[src/rtl/adpcm_enc_ctrl_if.sv]
// adpcm_enc_ctrl_if: groups the sample input, encoder strobe/code and packed
// output streams of the ADPCM encoder controller.
//   s_valid/s_ready/s_sample    : PCM sample input handshake
//   enc_sample/enc_en/enc_code  : encoder feed, advance strobe, returned code
//   enc_clr                     : encoder predictor clear pulse
//   m_valid/m_ready/m_data/m_last : packed-code output handshake
//   flush                       : level request to end the current block early
// Modport master is the controller; slave is the surrounding system.
interface adpcm_enc_ctrl_if;
  logic        s_valid;
  logic        s_ready;
  logic [15:0] s_sample;
  logic [15:0] enc_sample;
  logic        enc_en;
  logic [3:0]  enc_code;
  logic        enc_clr;
  logic        m_valid;
  logic        m_ready;
  logic [15:0] m_data;
  logic        m_last;
  logic        flush;

  modport master (
    input  s_valid, s_sample, enc_code, m_ready, flush,
    output s_ready, enc_sample, enc_en, enc_clr, m_valid, m_data, m_last
  );

  modport slave (
    output s_valid, s_sample, enc_code, m_ready, flush,
    input  s_ready, enc_sample, enc_en, enc_clr, m_valid, m_data, m_last
  );
endinterface

[src/rtl/adpcm_enc_ctrl.sv]
// adpcm_enc_ctrl: feeds PCM samples to an ADPCM encoder, packs the returned
// 4-bit codes four per 16-bit word and frames them into blocks of BLOCK_LEN
// samples, with early termination on flush.
// Ports:
//   clk      : rising-edge clock
//   reset_n  : asynchronous active-low reset
//   bus      : adpcm_enc_ctrl_if.master (sample in, encoder feed, word out)
//
// state   | meaning
// --------+-------------------------------------------------------------
// S_IDLE  | after reset, moves to S_CLR on the next cycle
// S_CLR   | one-cycle encoder clear; counter, nibble index, pack zeroed
// S_RUN   | accepting samples, packing codes
// S_DRAIN | block ending: finish in-flight capture, emit final word
// S_LAST  | final (m_last) word held until it handshakes
module adpcm_enc_ctrl #(
  parameter int BLOCK_LEN = 256
) (
  input  logic             clk,
  input  logic             reset_n,
  adpcm_enc_ctrl_if.master bus
);

  typedef enum logic [2:0] {S_IDLE, S_CLR, S_RUN, S_DRAIN, S_LAST} state_t;

  localparam logic [15:0] LP_LAST_CNT = 16'(BLOCK_LEN - 1);

  state_t      r_state, w_state_nx;
  logic [15:0] r_cnt, w_cnt_nx;
  logic [1:0]  r_k, w_k_nx;
  logic [15:0] r_pack, w_pack_nx, w_pack_cap;
  logic        r_cap_pend;
  logic        r_m_valid, w_m_valid_nx;
  logic        r_m_last, w_m_last_nx;
  logic [15:0] r_m_data, w_m_data_nx;
  logic        w_s_ready, w_enc_en, w_enc_clr, w_retire;

  always_ff @(posedge clk or negedge reset_n) begin
    if (!reset_n) begin
      r_state    <= S_IDLE;
      r_cnt      <= '0;
      r_k        <= '0;
      r_pack     <= '0;
      r_cap_pend <= 1'b0;
      r_m_valid  <= 1'b0;
      r_m_last   <= 1'b0;
      r_m_data   <= '0;
    end else begin
      r_state    <= w_state_nx;
      r_cnt      <= w_cnt_nx;
      r_k        <= w_k_nx;
      r_pack     <= w_pack_nx;
      r_cap_pend <= w_enc_en;
      r_m_valid  <= w_m_valid_nx;
      r_m_last   <= w_m_last_nx;
      r_m_data   <= w_m_data_nx;
    end
  end

  always_comb begin
    w_state_nx   = r_state;
    w_cnt_nx     = r_cnt;
    w_k_nx       = r_k;
    w_pack_nx    = r_pack;
    w_m_valid_nx = r_m_valid;
    w_m_last_nx  = r_m_last;
    w_m_data_nx  = r_m_data;
    w_enc_clr    = 1'b0;

    // Holding off samples while a word is pending guarantees the output
    // register is never overwritten before it retires.
    w_s_ready  = (r_state == S_RUN) && !r_m_valid && !bus.flush;
    w_enc_en   = bus.s_valid && w_s_ready;
    w_retire   = r_m_valid && bus.m_ready;
    w_pack_cap = r_pack | (16'(bus.enc_code) << {r_k, 2'b00});

    if (w_retire) begin
      w_m_valid_nx = 1'b0;
      w_m_last_nx  = 1'b0;
    end

    if (w_enc_en) begin
      w_cnt_nx = r_cnt + 16'd1;
    end

    // Code for the sample accepted last cycle lands now.
    if (r_cap_pend) begin
      w_k_nx = r_k + 2'd1;
      if (r_k == 2'd3) begin
        w_m_data_nx  = w_pack_cap;
        w_m_valid_nx = 1'b1;
        w_m_last_nx  = (r_state == S_DRAIN);
        w_pack_nx    = '0;
      end else begin
        w_pack_nx = w_pack_cap;
      end
    end

    case (r_state)
      S_IDLE: w_state_nx = S_CLR;
      S_CLR: begin
        w_enc_clr  = 1'b1;
        w_cnt_nx   = '0;
        w_k_nx     = '0;
        w_pack_nx  = '0;
        w_state_nx = S_RUN;
      end
      S_RUN: begin
        // Length limit wins; flush cannot coincide with an accept anyway
        // because flush masks s_ready.
        if (w_enc_en && (r_cnt == LP_LAST_CNT)) begin
          w_state_nx = S_DRAIN;
        end else if (bus.flush && (r_cnt != 16'd0)) begin
          w_state_nx = S_DRAIN;
        end
      end
      S_DRAIN: begin
        if (r_cap_pend) begin
          if (r_k == 2'd3) begin
            w_state_nx = S_LAST;
          end
        end else if (r_k != 2'd0) begin
          // Partial word waits for the output slot to free up.
          if (!r_m_valid || bus.m_ready) begin
            w_m_data_nx  = r_pack;
            w_m_valid_nx = 1'b1;
            w_m_last_nx  = 1'b1;
            w_pack_nx    = '0;
            w_k_nx       = '0;
            w_state_nx   = S_LAST;
          end
        end else if (r_m_valid && !bus.m_ready) begin
          w_m_last_nx = 1'b1;
          w_state_nx  = S_LAST;
        end else begin
          // Nothing left to mark: close the block with an empty word.
          w_m_data_nx  = '0;
          w_m_valid_nx = 1'b1;
          w_m_last_nx  = 1'b1;
          w_state_nx   = S_LAST;
        end
      end
      S_LAST: begin
        if (w_retire) begin
          w_state_nx = S_CLR;
        end
      end
      default: w_state_nx = S_IDLE;
    endcase
  end

  assign bus.s_ready    = w_s_ready;
  assign bus.enc_en     = w_enc_en;
  assign bus.enc_clr    = w_enc_clr;
  assign bus.enc_sample = bus.s_sample;
  assign bus.m_valid    = r_m_valid;
  assign bus.m_last     = r_m_last;
  assign bus.m_data     = r_m_data;

endmodule

[src/flat_wrapper.sv]
// flat-port wrapper written by rule: the top's interface ports become plain ports
module adpcm_enc_ctrl_flat 
#(
  parameter int BLOCK_LEN = 256
)
  (clk, reset_n, bus_s_valid, bus_s_sample, bus_enc_code, bus_m_ready, bus_flush, bus_s_ready, bus_enc_sample, bus_enc_en, bus_enc_clr, bus_m_valid, bus_m_data, bus_m_last);
  adpcm_enc_ctrl_if bus_i ();
  input  logic clk;
  input  logic reset_n;
  input wire logic [$bits(bus_i.s_valid)-1:0] bus_s_valid;
  input wire logic [$bits(bus_i.s_sample)-1:0] bus_s_sample;
  input wire logic [$bits(bus_i.enc_code)-1:0] bus_enc_code;
  input wire logic [$bits(bus_i.m_ready)-1:0] bus_m_ready;
  input wire logic [$bits(bus_i.flush)-1:0] bus_flush;
  output wire logic [$bits(bus_i.s_ready)-1:0] bus_s_ready;
  output wire logic [$bits(bus_i.enc_sample)-1:0] bus_enc_sample;
  output wire logic [$bits(bus_i.enc_en)-1:0] bus_enc_en;
  output wire logic [$bits(bus_i.enc_clr)-1:0] bus_enc_clr;
  output wire logic [$bits(bus_i.m_valid)-1:0] bus_m_valid;
  output wire logic [$bits(bus_i.m_data)-1:0] bus_m_data;
  output wire logic [$bits(bus_i.m_last)-1:0] bus_m_last;
  assign bus_i.s_valid = bus_s_valid;
  assign bus_i.s_sample = bus_s_sample;
  assign bus_i.enc_code = bus_enc_code;
  assign bus_i.m_ready = bus_m_ready;
  assign bus_i.flush = bus_flush;
  assign bus_s_ready = bus_i.s_ready;
  assign bus_enc_sample = bus_i.enc_sample;
  assign bus_enc_en = bus_i.enc_en;
  assign bus_enc_clr = bus_i.enc_clr;
  assign bus_m_valid = bus_i.m_valid;
  assign bus_m_data = bus_i.m_data;
  assign bus_m_last = bus_i.m_last;
  adpcm_enc_ctrl #(.BLOCK_LEN(BLOCK_LEN)) u_core (.clk(clk), .reset_n(reset_n), .bus(bus_i));
endmodule
[config.mk]
export PLATFORM = sky130hd
export DESIGN_NAME = adpcm_enc_ctrl_flat
export DESIGN_NICKNAME = d
export VERILOG_FILES = /design/src/rtl/adpcm_enc_ctrl_if.sv /design/src/rtl/adpcm_enc_ctrl.sv /design/src/flat_wrapper.sv
export SDC_FILE = /design/constraint.sdc
export NUM_CORES = 1
export LEC_CHECK = 0
export ABC_AREA = 1
export BUFFER_PORTS_ARGS = -buffer_cell sky130_fd_sc_hd__buf_2
export CAP_MARGIN = 20
export CELL_PAD_IN_SITES_DETAIL_PLACEMENT = 1
export CELL_PAD_IN_SITES_GLOBAL_PLACEMENT = 2
export CORE_MARGIN = 1
export CORE_UTILIZATION = 29
export DETAILED_ROUTE_END_ITERATION = 7
export PLACE_DENSITY = 0.82
export SETUP_SLACK_MARGIN = 0.2
export SLEW_MARGIN = 0
export SYNTH_ARGS = -nofsm -noshare
export SYNTH_HDL_FRONTEND = slang
export SYNTH_SLANG_ARGS = --single-unit
[constraint.sdc]
create_clock -name clk -period 1.7 [get_ports clk]
set_input_delay 0.255 -clock clk [delete_from_list [all_inputs] [get_ports clk]]
set_output_delay 0.255 -clock clk [all_outputs]
set_load 0.005 [all_outputs]
==> run summary, run 1 <==
WS Path Type - flip-flop to output port
Sw Share - 42.6%
Yosys top cell by area - dfrtp_1
dpl hpwl - 6.60 mm
Worst R2R End - u_core.r_pack[2]
antenna violations before repair - 0
maximum VDD drop - 0.000418 V
warnings from Yosys - 0
most frequent cells in the layout - nand2_1, dfrtp_1, inv_1, buf_4
critical path's largest stage delay - 0.44 ns
All-Layer GR Usage - 17.0%
Die H - 107 um
clk_skew - 0.0171 ns
Highest Clock Rate - 648 MHz
Hold WS - 0.266 ns
flop-to-flop setup slack - 0.18 ns
Mapped Area - 3210 sq um
I/O Buffers - 29
Routed WL - 9.72 mm
sequential fraction of the synthesis area - 43.7%
post-layout instance count excluding filler cells - 605
headroom to the max-slew limit - 66.7%
Worst Hold End - u_core.r_pack[10]
die area - 11500 sq um
Final Cycle Share - 90.7%
Post-Synthesis Cells - 412
Worst R2R Path Depth - 9
Area after DPL - 3540 sq um
gr ovfl total - 0
I/O pin cnt - 62
Combinational Power Share - 50.4%
worst-path cell chain - nor2_2, nand3_4, nor2_4, buf_2
CTS tree - done
setup tns final - 0 ns
Worst EP arrival - 1.29 ns
Die W - 107 um
first-pass GRT wire length - 15.4 mm
post-route ant nets - 0
synthesized net count - 442
floorplan core area - 10800 sq um
synthesis-stage register bit count - 56
Post-Layout Inst Area - 4040 sq um
share of flip-flops with an asynchronous set or reset - 100%
FF/Latch Area - 1410 sq um
Netlist cell types - 37
later-pin clock latency in the skew report - 0.33 ns
Clock Sinks - 56
Site Rows - 38
worst flop-to-flop path startpoint - u_core.r_k[1]
proportion of layout cells with a drive suffix above 1 - 30.5%
Root Buffer - clkbuf_8
CTS clk-pin slew, worst paths - 0.11 ns
Final Max Slew Viols - 0
drt wl/cell - 16.1 um
critical path launch point type - flip-flop
number of global-route vias before repair - 3065
transition time of the tightest slew-check pin - 0.500 ns
dpl ws - 0.0221 ns
vias per cell - 5.00
status - finished, final reports clean
crit path time final - 1.54 ns
crit path launch - u_core.bus.m_valid
crit-path max FO - 4
Final Hold Viols - 0
Bufs and invs on worst path - 1
Hold Path Class - primary input to flip-flop
maximum clock path buffer count - 2
design internal power - 0.00286 W
fill count - 1291
Num CTS Buffers - 5
area delta synth->final - 25.9%
Final Setup Violations - 0
Worst Hold Depth - 3
DR vias - 3022
Iteration-0 DRC Markers - 114
fin nets - 494
CP Capture Type - output port
slowest cell on the critical path - dfrtp_1
clock share of power - 15.6%
Pwr per Cell Area - 1230 nW/um^2
CP delay by family, top - flip-flops
Main synth FF type - dfrtp_1
DR pass1 iterations - 4
EDFF count, synth - 0
commonest non-fill, non-tap cell in the layout - nand2_1
Initial Util - 29.7%
H-tree Lvls - 2
Flop pwr share - 34.0%
mean post-synth cell area - 7.78 sq um
largest cells by area after synthesis - dfrtp_1, nand2_1, o21ai_0, inv_1, nor2_1
Yosys top cell area share - 43.7%
hold_sp - bus_enc_code[2]
DRC viols - 0
ANT cells - 0
Lkg Pwr - 1.87 nW
largest net degree at the start of global routing - 39
Max Cap Viol - 0
RSZ-0062 raised after global routing - yes
gpl congestion - 0.796
fin worst setup slack - 0.158 ns
multi-input gate area in the final layout - 1610 sq um
# placed instances - 573
CP required - 1.44 ns
switching pwr - 0.00212 W
==> registers in the layout (all words and copies together), names as in the netlist <==
name,cells
u_core.r_cnt,16
u_core.bus.m_valid,1
u_core.r_cap_pend,1
u_core.r_state,3
u_core.r_pack,16
u_core.r_k,2
u_core.bus.m_data,16
u_core.bus.m_last,1
==> Yosys cell counts (all sizes together), types with 5 or more instances <==
cell,n
nand2,91
dfrtp,56
inv,46
o21ai,42
nor2,35
buf,26
nand3,23
a21oi,20
nand4,15
nor3,11
o211ai,11
or2,10
o22ai,7
ha,5
==> stage by stage <==
step	utilization [%]	power, W
floorplan	-	0.00284
global placement	32.8	0.00351
detailed placement	32.8	0.00355
CTS	35.1	0.00458
global route	37.4	0.00530
finish	37.4	0.00497
==> area by class of cell <==
cell class / count / area share, %
clock buffer: 6 / 1.80
tap: 140 / 4.34
timing repair buffer: 74 / 14.0
clock inverter: 2 / 0.341
inverter: 48 / 4.74
multi-input combinational: 279 / 39.9
sequential: 56 / 34.8
==> how the worst max path moves through the flow <==
stage,endpoint,slack (ns),cells past startpoint
5_1_grt,u_core.r_state[1],0.08,9
4_1_cts,bus_enc_en,0.1,4
2_1_floorplan,u_core.r_k[1],0.21,7
3_3_place_gp,u_core.bus.m_data[9],0.11,7
3_5_place_dp,u_core.bus.m_data[1],0.02,7
6_report,bus_enc_en,0.16,4
==> power groups by stage <==
stage,combinational [W],sequential [W],clock [W]
detailed placement,0.00186,0.00169,0
global placement,0.00184,0.00167,0
global route,0.00274,0.00171,0.000838
CTS,0.00212,0.00165,0.000809
floorplan,0.00119,0.00165,0
finish,0.00251,0.00169,0.000774
==> metal layers <==
metal	wire, um	GRT usage [%]
met1	4680	23.5
met2	4690	27.6
met3	231	2.13
met4	111	5.09
met5	0	0
==> tightest hold or removal path, stage by stage <==
cell	delay, ns
buf_2	0.12
nand3_1	0.12
a211oi_2	0.07
==> cell families (layout without fill, tap and decap cells) <==
| kind of cell | Yosys count | after routing | synth area share, % |
|---|---|---|---|
| and+or+nand+nor | 186 | 186 | 26.7 |
| AOI/OAI and AO/OA | 88 | 88 | 16.0 |
| buffers and inverters | 77 | 130 | 11.7 |
| DFF | 56 | 56 | 43.7 |
| adders and majority gates | 5 | 5 | 1.95 |
==> timing repair <==
action | 4_1_cts | 5_1_grt
endpoints found under the hold margin | 18 | 0
gates cloned | 1 | 1
buffers inserted | 11 | 10
hold buffers | 1 | 0
pin swaps | 4 | 9
endpoints found under the setup margin | 43 | 56
gates resized for setup | 20 | 49
(Power assumes the default switching activity.)
==> run 2: changes to the inputs <==
--- a/config.mk
+++ b/config.mk
@@ -15,6 +15,7 @@
 export DETAILED_ROUTE_END_ITERATION = 7
 export PLACE_DENSITY = 0.82
 export SETUP_SLACK_MARGIN = 0.2
+export SKIP_LAST_GASP = 1
 export SLEW_MARGIN = 0
 export SYNTH_ARGS = -nofsm -noshare
 export SYNTH_HDL_FRONTEND = slang
==> constraint.sdc (replaced) <==
create_clock -name clk -period 1.7 [get_ports clk]
set_input_delay 0.425 -clock clk [delete_from_list [all_inputs] [get_ports clk]]
set_output_delay 0.425 -clock clk [all_outputs]
set_load 0.005 [all_outputs]
==> run 2 against run 1 <==
The flow now finishes with violations (negative hold slack, negative setup slack). Worst setup slack got worse by 0.16 ns. Combinational power grew 14%. Clock power down 0.8%. Power is 6.7% higher. Sequential cell count is the same. Sequential share of layout area shrank 2.2 points. Global-route usage grew 0.30 points. Fmax decreased by 9.3%. Register-to-register slack got worse by 0.10 ns. Critical path type unchanged. Critical endpoint unchanged. Largest power group unchanged.
==> run summary, run 2 (synthesized netlist as in run 1, its figures left out) <==
design internal power - 0.00303 W
first-pass GRT wire length - 15.7 mm
fin nets - 507
maximum clock path buffer count - 2
DR vias - 3100
Iteration-0 DRC Markers - 120
crit path time final - 1.70 ns
Site Rows - 38
Clock Sinks - 56
fin worst setup slack - -0.000160 ns
critical path launch point type - flip-flop
Root Buffer - clkbuf_8
Lkg Pwr - 2.00 nW
post-route ant nets - 0
CTS tree - done
# placed instances - 579
gr ovfl total - 0
gpl congestion - 0.777
maximum VDD drop - 0.000447 V
die area - 11500 sq um
commonest non-fill, non-tap cell in the layout - nand2_1
dpl hpwl - 6.75 mm
DRC viols - 0
Final Hold Viols - 4
I/O Buffers - 29
drt wl/cell - 16.5 um
Final Setup Violations - 1
Final Max Slew Viols - 0
DR pass1 iterations - 4
Hold Path Class - primary input to async pin
largest net degree at the start of global routing - 44
CTS clk-pin slew, worst paths - 0.11 ns
switching pwr - 0.00228 W
Area after DPL - 3560 sq um
status - complete, but fails checks
vias per cell - 5.02
post-layout instance count excluding filler cells - 618
Routed WL - 10.2 mm
Max Cap Viol - 0
H-tree Lvls - 2
RSZ-0062 raised after global routing - yes
area delta synth->final - 34.8%
Sw Share - 42.9%
failing checks - negative hold slack, negative setup slack
most frequent cells in the layout - nand2_1, dfrtp_1, buf_4, inv_1, buf_2
headroom to the max-slew limit - 72.0%
number of global-route vias before repair - 3175
clk_skew - 0.0100 ns
later-pin clock latency in the skew report - 0.33 ns
Initial Util - 29.7%
Combinational Power Share - 54.0%
Highest Clock Rate - 588 MHz
Worst EP arrival - 1.28 ns
antenna violations before repair - 0
Pwr per Cell Area - 1230 nW/um^2
proportion of layout cells with a drive suffix above 1 - 38.1%
transition time of the tightest slew-check pin - 0.417 ns
ANT cells - 0
CP Capture Type - output port
Hold WS - -0.00641 ns
Final Cycle Share - 100%
Flop pwr share - 31.6%
Post-Layout Inst Area - 4320 sq um
WS Path Type - flip-flop to output port
CP required - 1.27 ns
I/O pin cnt - 62
Num CTS Buffers - 5
fill count - 1268
floorplan core area - 10800 sq um
Die H - 107 um
crit-path max FO - 3
Die W - 107 um
clock share of power - 14.5%
All-Layer GR Usage - 17.3%
run 2: changes by cell type in the layout (fill, tap and decap cells not counted), sizes merged:
cell | previous run | this run
inv | 47 | 46
clkinvlp | 0 | 1
dlygate4sd3 | 1 | 0
clkbuf | 6 | 7
buf | 73 | 86
run 2: power by group through the flow:
stage	Sequential (W)	Clock (W)	Combinational, W
finish	0.00168	0.000768	0.00286
floorplan	0.00165	0	0.00119
detailed placement	0.00169	0	0.00184
global route	0.00170	0.000831	0.00309
global placement	0.00168	0	0.00182
CTS	0.00165	0.000795	0.00211
run 2: what timing repair did:
item,CTS,global route
cloned,0,1
pin swaps,11,22
setup endpoints to repair,37,55
gates resized for setup,27,89
setup buffers,12,18
hold buffers,0,0
run 2: path summary, 6_finish.rpt:
path                              startpoint                    to  slack (ns)  cells after the start
max                        u_core.r_state[0]            bus_enc_en     -0.0002                      4
min                                  reset_n  u_core.bus.m_data[9]      -0.006                      1
max reg2reg                  u_core.r_cnt[0]     u_core.r_state[1]        0.08                     11
min reg2reg                u_core.r_pack[14]     u_core.r_pack[14]        0.53                      2
max in group asynchronous            reset_n         u_core.r_k[0]        1.11                      2
min in group clk             bus_enc_code[2]     u_core.r_pack[10]        0.46                      3
run 2: routing by layer:
metal,vias up,wire length (um),track usage [%]
li1,1482,-,-
met1,1566,4720,22.6
met2,43,5060,29.5
met3,9,313,2.92
met4,0,125,4.31
met5,-,0,0
run 2: layout make-up:
class	count	area [sq um]	share of cell area (%)
Sequential cell	56	1410	32.6
Inverter	48	196	4.55
Clock buffer	6	72.6	1.68
Multi-Input combinational cell	279	1760	40.7
Timing Repair Buffer	87	692	16.0
Clock inverter	2	16.3	0.376
Tap cell	140	175	4.05
run 2: through the flow:
step	util, %	total power (W)	hold slack [ns]	setup slack, ns	TNS, ns
finish	40.0	0.00531	-0.00641	-0.000160	-0.000160
global route	40.0	0.00562	0.00586	-0.0687	-0.0959
CTS	35.3	0.00455	0.000982	-0.0593	-0.0593
detailed placement	33.0	0.00353	0.364	0.0472	0
global placement	33.0	0.00349	0.353	0.0944	0
floorplan	-	0.00284	0.129	0.208	0
run 2: critical path: stages (launching register included):
cell and delay, ns:
dfrtp_2 0.45, inv_1 0.10, nand3_2 0.14, nor2_4 0.13
buf_2 0.12
==> run 3: changes to the inputs <==
--- a/config.mk
+++ b/config.mk
@@ -11,9 +11,11 @@
 export CELL_PAD_IN_SITES_DETAIL_PLACEMENT = 1
 export CELL_PAD_IN_SITES_GLOBAL_PLACEMENT = 2
 export CORE_MARGIN = 1
-export CORE_UTILIZATION = 29
+export CORE_UTILIZATION = 30
+export CTS_BUF_LIST = sky130_fd_sc_hd__clkbuf_2 sky130_fd_sc_hd__clkbuf_4 sky130_fd_sc_hd__clkbuf_8
 export DETAILED_ROUTE_END_ITERATION = 7
-export PLACE_DENSITY = 0.82
+export GPL_TIMING_DRIVEN = 1
+export PLACE_DENSITY = 0.84
 export SETUP_SLACK_MARGIN = 0.2
 export SKIP_LAST_GASP = 1
 export SLEW_MARGIN = 0
==> run 3 against run 2 <==
The flow finishes with violations (negative setup slack). Worst hold slack improved by 0.51 ns. Routed wire length increased by 2.6%. Register-to-register slack about the same. Cell count decreased by 1.1%. Power increased by 0.77%. Combinational power about the same. Critical path depth increased by 1. Clock skew decreased by 0.00076 ns. Core utilization increased by 2.1 points. Critical path type unchanged. Largest cell class unchanged. Largest power group unchanged.
==> run summary, run 3 (synthesized netlist as in run 1, its figures left out) <==
gr ovfl total - 0
Combinational Power Share - 53.8%
Flop pwr share - 31.8%
Worst Hold End - u_core.r_state[0]
maximum VDD drop - 0.000593 V
All-Layer GR Usage - 17.7%
Worst EP arrival - 1.29 ns
DRC viols - 0
Root Buffer - clkbuf_8
maximum clock path buffer count - 2
RSZ-0062 raised after global routing - yes
die area - 11100 sq um
I/O pin cnt - 62
Die W - 105 um
gpl congestion - 0.802
headroom to the max-slew limit - 74.8%
Num CTS Buffers - 5
dpl hpwl - 6.70 mm
clock share of power - 14.4%
largest net degree at the start of global routing - 28
Site Rows - 37
area delta synth->final - 35.7%
switching pwr - 0.00231 W
commonest non-fill, non-tap cell in the layout - nand2_1
WL met1 - 4.85 mm
critical path launch point type - flip-flop
most frequent cells in the layout - nand2_1, dfrtp_1, inv_1, buf_4
ANT cells - 0
Max Cap Viol - 0
antenna violations before repair - 0
worst-path cell chain - inv_2, nand2_4, nor2_4, buf_6, buf_2
drt wl/cell - 17.1 um
post-route ant nets - 0
vias per cell - 5.10
I/O Buffers - 29
CTS clk-pin slew, worst paths - 0.11 ns
top sig layer - met4
Final Setup Violations - 1
fin nets - 504
transition time of the tightest slew-check pin - 0.375 ns
Hold Path Class - primary input to flip-flop
number of global-route vias before repair - 3105
slowest cell on the critical path - dfrtp_1
CTS tree - done
Routed WL - 10.5 mm
setup tns final - -0.0175 ns
floorplan core area - 10300 sq um
post-layout instance count excluding filler cells - 611
Iteration-0 DRC Markers - 126
clk_skew - 0.00926 ns
Met2 Wirelength - 5.17 mm
worst flop-to-flop path startpoint - u_core.r_k[0]
DR vias - 3114
flop-to-flop setup slack - 0.07 ns
later-pin clock latency in the skew report - 0.31 ns
multi-input gate area in the final layout - 1790 sq um
CP required - 1.27 ns
Final Cycle Share - 101%
Lkg Pwr - 1.97 nW
crit-path max FO - 4
status - complete, but fails checks
WS Path Type - flip-flop to output port
proportion of layout cells with a drive suffix above 1 - 39.6%
# placed instances - 570
design internal power - 0.00304 W
CP Capture Type - output port
Final Hold Viols - 0
critical path's largest stage delay - 0.44 ns
Die H - 105 um
crit path time final - 1.72 ns
hold_sp - bus_flush
Worst Hold Depth - 5
DR WL met3 - 263 um
Clock Sinks - 56
DR pass1 iterations - 4
Sw Share - 43.2%
Highest Clock Rate - 582 MHz
Pwr per Cell Area - 1230 nW/um^2
fill count - 1231
Worst R2R Path Depth - 7
first-pass GRT wire length - 15.7 mm
fin worst setup slack - -0.0175 ns
Worst R2R End - u_core.r_k[1]
FF/Latch Area - 1410 sq um
Final Max Slew Viols - 0
failing checks - negative setup slack
H-tree Lvls - 2
Initial Util - 31.1%
run 3: how the worst max path moves through the flow:
| stage | start | to | slack [ns] | cells past startpoint |
|---|---|---|---|---|
| 2_1_floorplan | u_core.r_k[1] | u_core.r_k[1] | 0.21 | 7 |
| 3_3_place_gp | bus_flush | u_core.r_cnt[8] | 0.14 | 9 |
| 3_5_place_dp | u_core.r_cnt[1] | u_core.r_cnt[8] | 0.1 | 7 |
| 4_1_cts | u_core.bus.m_valid | bus_enc_en | -0.007 | 4 |
| 5_1_grt | u_core.r_state[2] | bus_enc_clr | -0.07 | 5 |
| 6_report | u_core.r_state[2] | bus_enc_clr | -0.02 | 5 |
run 3: per-stage QoR:
stage / cell area (sq um) / utilization (%) / hold WS (ns) / setup slack, ns / power [W]
floorplan: 3220 / - / 0.129 / 0.208 / 0.00284
global placement: 3510 / 34.0 / 0.338 / 0.144 / 0.00344
detailed placement: 3510 / 34.0 / 0.338 / 0.0966 / 0.00348
CTS: 3800 / 36.9 / 0.464 / -0.00665 / 0.00459
global route: 4350 / 42.1 / 0.492 / -0.0733 / 0.00565
finish: 4350 / 42.1 / 0.506 / -0.0175 / 0.00535
run 3: final cells by class:
| cell class | count | area share [%] |
|---|---|---|
| clock buffers | 6 | 1.75 |
| clock inverters | 2 | 0.374 |
| inverters | 48 | 4.43 |
| multi-input cells | 279 | 41.2 |
| flip-flops and latches | 56 | 32.4 |
| well taps | 136 | 3.91 |
| repair buffers | 84 | 16.0 |
run 3: critical path, delay by kind of cell (launching register included):
kind	cells	cell delay, ns
simple gates	2	0.19
flops	1	0.44
buf+inv	3	0.33
run 3: routing by layer:
metal | GRT usage (%) | vias up
li1 | - | 1482
met1 | 24.0 | 1567
met4 | 4.73 | 0
met3 | 2.23 | 18
met5 | 0 | -
met2 | 29.7 | 47
run 3: power by group through the flow:
| stage | sequential [W] | clock (W) | combinational [W] |
|---|---|---|---|
| global route | 0.00172 | 0.000857 | 0.00307 |
| CTS | 0.00165 | 0.000804 | 0.00213 |
| floorplan | 0.00165 | 0 | 0.00119 |
| finish | 0.00170 | 0.000769 | 0.00288 |
| global placement | 0.00168 | 0 | 0.00176 |
| detailed placement | 0.00169 | 0 | 0.00180 |
run 3: repair_timing:
| item | CTS | global route |
|---|---|---|
| cloned | 0 | 1 |
| buffers inserted | 15 | 16 |
| resized for setup | 24 | 110 |
| setup endpoints to repair | 36 | 47 |
| endpoints found under the hold margin | 9 | 0 |
| hold buffers | 1 | 0 |
| pin swaps | 5 | 22 |
